## config.mk

```make
export PLATFORM = sky130hd
export DESIGN_NAME = clb_bist
export DESIGN_NICKNAME = d
export VERILOG_FILES = /design/src/rtl/clb_bist.sv
export SDC_FILE = /design/constraint.sdc
export NUM_CORES = 1
export LEC_CHECK = 0
export BUFFER_PORTS_ARGS = -buffer_cell sky130_fd_sc_hd__buf_2
export CAP_MARGIN = 20
export CORE_AREA = 4 4 59 61
export CTS_CLUSTER_SIZE = 25
export DETAILED_ROUTE_END_ITERATION = 6
export DIE_AREA = 0 0 63 65
export GPL_ROUTABILITY_DRIVEN = 0
export GPL_TIMING_DRIVEN = 0
export PLACE_DENSITY = 0.75
export REMOVE_ABC_BUFFERS = 1
export SLEW_MARGIN = 20
export SYNTH_ARGS = -nofsm -noshare
export SYNTH_HDL_FRONTEND = slang
export SYNTH_SLANG_ARGS = --single-unit
```

## constraint.sdc

```tcl
create_clock -name clk_i -period 2.3 [get_ports clk_i]
set_input_delay 0.115 -clock clk_i [delete_from_list [all_inputs] [get_ports clk_i]]
set_output_delay 0.115 -clock clk_i [all_outputs]
set_load 0.05 [all_outputs]
```

## src/rtl/clb_bist.sv

```systemverilog
// Self-test initiator for the CLB: walks all 16 {mode,A,B} vectors over the pads,
// samples the fed-back Y after SETTLE_CYCLES extra cycles per vector, and reports pass/fail, error count and first failure.
module clb_bist #(
    parameter int SETTLE_CYCLES = 2
) (
    input  logic        clk_i,
    input  logic        rst_i,
    input  logic [16:0] ui_PAD2CORE,
    output logic [16:0] uo_CORE2PAD
);

    typedef enum logic [1:0] {
        IDLE = 2'd0,
        RUN  = 2'd1,
        DONE = 2'd2
    } state_t;

    localparam logic [3:0] SETTLE_LD = 4'(SETTLE_CYCLES);

    state_t     state_q, state_d;
    logic [3:0] idx_q, idx_d;
    logic [3:0] cnt_q, cnt_d;
    logic [4:0] err_cnt_q, err_cnt_d;
    logic [3:0] first_fail_q, first_fail_d;
    logic       fail_seen_q, fail_seen_d;
    logic       pass_q, pass_d;
    logic       done_q, done_d;
    logic       busy_q, busy_d;
    logic [3:0] stim_q, stim_d;

    logic start, y_in, abort;
    logic exp_y;
    logic unused_pad;

    assign start      = ui_PAD2CORE[0];
    assign y_in       = ui_PAD2CORE[1];
    assign abort      = ui_PAD2CORE[2];
    assign unused_pad = ^ui_PAD2CORE[16:3];

    // Golden truth table for the vector currently on the pads.
    always_comb begin
        exp_y = 1'b0;
        case (idx_q[3:2])
            2'b00:   exp_y = idx_q[1] & idx_q[0];
            2'b01:   exp_y = idx_q[1] | idx_q[0];
            2'b10:   exp_y = idx_q[1] ^ idx_q[0];
            default: exp_y = 1'b0;
        endcase
    end

    always_comb begin
        state_d      = state_q;
        idx_d        = idx_q;
        cnt_d        = cnt_q;
        err_cnt_d    = err_cnt_q;
        first_fail_d = first_fail_q;
        fail_seen_d  = fail_seen_q;
        pass_d       = pass_q;
        done_d       = done_q;

        case (state_q)
            IDLE: begin
                if (start && !abort) begin
                    state_d      = RUN;
                    idx_d        = 4'd0;
                    cnt_d        = SETTLE_LD;
                    err_cnt_d    = 5'd0;
                    first_fail_d = 4'd0;
                    fail_seen_d  = 1'b0;
                    pass_d       = 1'b0;
                    done_d       = 1'b0;
                end
            end
            RUN: begin
                if (abort) begin
                    state_d = IDLE;
                    pass_d  = 1'b0;
                    done_d  = 1'b0;
                end else if (cnt_q != 4'd0) begin
                    cnt_d = cnt_q - 4'd1;
                end else begin
                    if (y_in != exp_y) begin
                        err_cnt_d = err_cnt_q + 5'd1;
                        if (!fail_seen_q) begin
                            first_fail_d = idx_q;
                            fail_seen_d  = 1'b1;
                        end
                    end
                    if (idx_q == 4'd15) begin
                        state_d = DONE;
                        done_d  = 1'b1;
                        pass_d  = (err_cnt_d == 5'd0);
                    end else begin
                        idx_d = idx_q + 4'd1;
                        cnt_d = SETTLE_LD;
                    end
                end
            end
            DONE: begin
                // Require start to drop first so a held start cannot retrigger.
                if (!start) begin
                    state_d = IDLE;
                end
            end
            default: state_d = IDLE;
        endcase

        // Pad stimulus is registered from the next-state index: {mode, B, A}.
        busy_d = (state_d == RUN);
        stim_d = busy_d ? {idx_d[3:2], idx_d[0], idx_d[1]} : 4'd0;
    end

    always_ff @(posedge clk_i or posedge rst_i) begin
        if (rst_i) begin
            state_q      <= IDLE;
            idx_q        <= 4'd0;
            cnt_q        <= 4'd0;
            err_cnt_q    <= 5'd0;
            first_fail_q <= 4'd0;
            fail_seen_q  <= 1'b0;
            pass_q       <= 1'b0;
            done_q       <= 1'b0;
            busy_q       <= 1'b0;
            stim_q       <= 4'd0;
        end else begin
            state_q      <= state_d;
            idx_q        <= idx_d;
            cnt_q        <= cnt_d;
            err_cnt_q    <= err_cnt_d;
            first_fail_q <= first_fail_d;
            fail_seen_q  <= fail_seen_d;
            pass_q       <= pass_d;
            done_q       <= done_d;
            busy_q       <= busy_d;
            stim_q       <= stim_d;
        end
    end

    assign uo_CORE2PAD = {fail_seen_q, first_fail_q, err_cnt_q, pass_q, done_q, busy_q, stim_q};

endmodule

```

==> results.txt <==
The count of TritonRoute iterations in the first routing pass is 4. In this run the static leakage power is ~0.84 nW. The I/O pin count came out at 36. The mean area per synthesized cell came out at around 9 um^2.

After detailed routing, the number of remaining DRC violations is 0. The number of nets still failing antenna checks after routing came out at 0. In this run the number of H-tree levels came out at 1. TritonCTS built the clock tree. The required time at the worst-slack endpoint came out at about 2600 ps. The maximum clock insertion buffer count came out at 2.

The region available for standard cell placement spans between 2000 and 3000 um^2. The count of endpoints failing hold in the final timing report came out at 0. The buffer type at the clock tree root is clkbuf_4. The post-route worst setup slack came out at 105 ps. After technology mapping, the gate count stands at 158.

The sum of negative setup slack came out at 0 ps. The maximum net fanout on the critical path came out at 8. From bottom edge to top edge, the die measures roughly 65 um. The area added between synthesis and finish came out at 12.2%. The library cell used most frequently in the layout, excluding fill and tap cells, is dfrtp_1. Once layout is complete, the utilization of the core stands at 55.2%. The routed via count came out at between 1k and 1.5k. In this run the critical register-to-register path is launched from idx_q[1]. Setup repair after global routing left no endpoint under its margin.

The count of input and output buffers came out at 21. The via count normalized by instance count came out at around 5.7. The remaining global-route overflow is 0. The final layout contains routed wiring with a total length of between 3 and 4 mm. In this run the power density over the cells is around 750 nW/um^2. The HPWL reported at the end of detailed placement came out at around 2.3 mm. The largest vdd supply drop is 297 uV. The register bit count reported by yosys is 27.

The effective utilization at floorplan came out at between 40% and 50%. The kind of end point of the critical path is a flip-flop. The Yosys step of the flow raised 0 warnings.

The total track usage came out at 16.6%. The remaining max-slew budget at the tightest pin came out at between 60 and 70%. The hold slack is 60.9 ps. Summing internal, switching and leakage power gives ~0.0012 W. The clock-pin slew on the worst setup and hold paths is about 150 ps. OpenSTA, run right after detailed placement, puts the worst setup slack at 42.9 ps.

For flop-to-flop paths, the worst setup slack is between 100 and 150 ps. The worst hold path terminates at state_q[1]. The number of inserted filler cells in the final layout came out at roughly 260.

The initial antenna violation count is 0. The via count of the first global-routing pass came out at roughly 1.2k. The count of cells along the worst register-to-register path is 8. For this run, the register share of the synthesized area comes to about 46%.

The largest net degree at the start of global routing came out at 28. The run finished with clean final reports. The register area is about 680 um^2. Setup violations remaining at the end of the flow were counted as 0. The critical path in this run is classified as reg2reg.

The peak clock frequency supported by timing came out at about 460 MHz. At the end of the flow, the number of nets in the layout was between 200 and 250. After layout, the minimum clock period comes to roughly 2200 ps.

Across the routed clock network, the largest skew measured is about 7.4 ps. The endpoint identified for the worst register-to-register timing path is err_cnt_q[3]. The number of distinct library cells after synthesis came out at 36. The wire length per cell came out at roughly 15 um.

The first-iteration detailed-routing DRC count is 45. The data arrival time of the critical path came out at ~2500 ps. The slew at the pin with the worst max-slew slack came out at ~550 ps. The source-to-sink clock delay at the later pin of the worst-skew pair is approximately 330 ps. The critical path launch point type is a flip-flop. The number of pins with negative max-slew slack in the final report was 0.

The number of rows created at floorplan came out at 20. The post-synthesis instance area came out at 1470 um^2. The first global-routing pass estimated 5.42 mm of wire. The tightest min-delay check is of the in2reg type. The final cycle utilization of the critical path is between 90% and 100%.

Max-cap violations in this run came to 0. The area enclosed by the die boundary came out at between 4000 and 5000 um^2. The number of clock buffers added by TritonCTS is 3.

Counting every sink on the clock net gives 27. The x dimension of the die came out at approximately 63 um. The multi-input combinational cell area is approximately 720 um^2. The start point of the worst min-delay path is ui_PAD2CORE[0]. 0 antenna diodes ended up in the layout.

The number of cells traversed by the worst hold path is 3. The top cell types in the final layout, fill and taps aside, are 26 x dfrtp_1, 23 x nand2_1, 21 x buf_2. Cells with a size suffix above 1 make up between 20% and 30% of the layout.
registers in the layout, indices dropped and copies added (netlist names):
signal and cells:
first_fail_q 4, err_cnt_q 5, state_q 2, fail_seen_q 1, pass_q 1, stim_q 4, done_q 1, idx_q 4
busy_q 1, cnt_q 4
worst max path at each step:
stage | start | end | cells past startpoint
5_1_grt | idx_q[1] | err_cnt_q[3] | 8
4_1_cts | idx_q[0] | err_cnt_q[3] | 8
3_3_place_gp | idx_q[0] | pass_q | 8
2_1_floorplan | idx_q[0] | err_cnt_q[3] | 8
3_5_place_dp | idx_q[0] | err_cnt_q[3] | 8
6_report | idx_q[1] | err_cnt_q[3] | 8
power by group:
part	switching (W)	total, W	leakage [nW]	internal [W]
Combinational	0.000288	0.000422	0.454	0.000134
Clock	0.000142	0.000208	0.0177	0.0000655
Sequential	0.0000731	0.000607	0.365	0.000534
cell families after synthesis:
kind of cell               share of synthesized area [%]
AOI/OAI and AO/OA                                   17.3
xor gates and xnor gates                            3.07
adders and majority gates                           4.27
buffers and inverters                               5.38
DFF                                                 46.1
muxes                                              0.683
and+or+nand+nor                                     23.1
cells in the mapped netlist:
library cell  instances  area share, %
a21boi_0              1           0.51
a21oi_1               7            2.4
a22oi_1               1           0.51
a31oi_1               5            2.1
a31oi_4               1            1.5
and2_1                4            1.7
and2_2                1           0.51
and3_2                1           0.51
and3b_1               1           0.60
buf_4                 4            2.0
dfrtp_1              27             46
ha_1                  5            4.3
inv_1                13            3.3
mux2i_1               1           0.68
nand2_1              23            5.9
nand2b_1              1           0.43
nand3_1               7            2.4
nand4_1               1           0.43
nand4_4               1            1.5
nor2_1               12            3.1
nor2b_1               3            1.3
nor3_1                6            2.0
nor3b_1               1           0.51
nor3b_2               1           0.85
o211ai_1              1           0.51
o21ai_0              17            5.8
o21bai_1              2            1.0
o22a_2                1           0.68
o31a_1                2            1.2
o41ai_2               1            1.1
or2_1                 1           0.43
or3_2                 1           0.51
or4_1                 1           0.51
xnor2_1               1           0.60
xnor2_4               1            1.9
xor2_1                1           0.60
through the flow:
stage	cells	instance area, um^2
2_1_floorplan	154	1440
3_3_place_gp	208	1580
3_5_place_dp	208	1580
4_1_cts	212	1610
5_1_grt	215	1640
6_report	215	1640
layout make-up:
class,instances,area share (%)
Clock buffer,3,1.37
Clock inverter,1,0.304
Inverter,13,2.97
Multi-Input combinational cell,114,43.8
Sequential cell,27,41.2
Tap cell,33,2.51
Timing Repair Buffer,24,7.91
worst max-delay path, stage by stage (launching register included):
cell,delay (ps)
dfrtp_1,440
inv_2,70
ha_1,290
and3b_1,200
a31oi_4,220
xnor2_4,200
nand4_4,140
or3_2,470
o21ai_0,90
routing by layer:
layer  vias to the layer above  track usage [%]  share of wire [%]
met5                         -                0                  0
met4                         0             6.61                1.7
met3                         9             3.12                3.9
met2                        37             30.4                 51
met1                       599             18.8                 44
li1                        591                -                  -
timing repair:
item / CTS / global route
setup endpoints to repair: 0 / 10
gates resized for setup: 0 / 5
endpoints found under the hold margin: 0 / 27
buffers inserted: 0 / 2
hold buffers: 0 / 1
(Power assumes the default switching activity.)
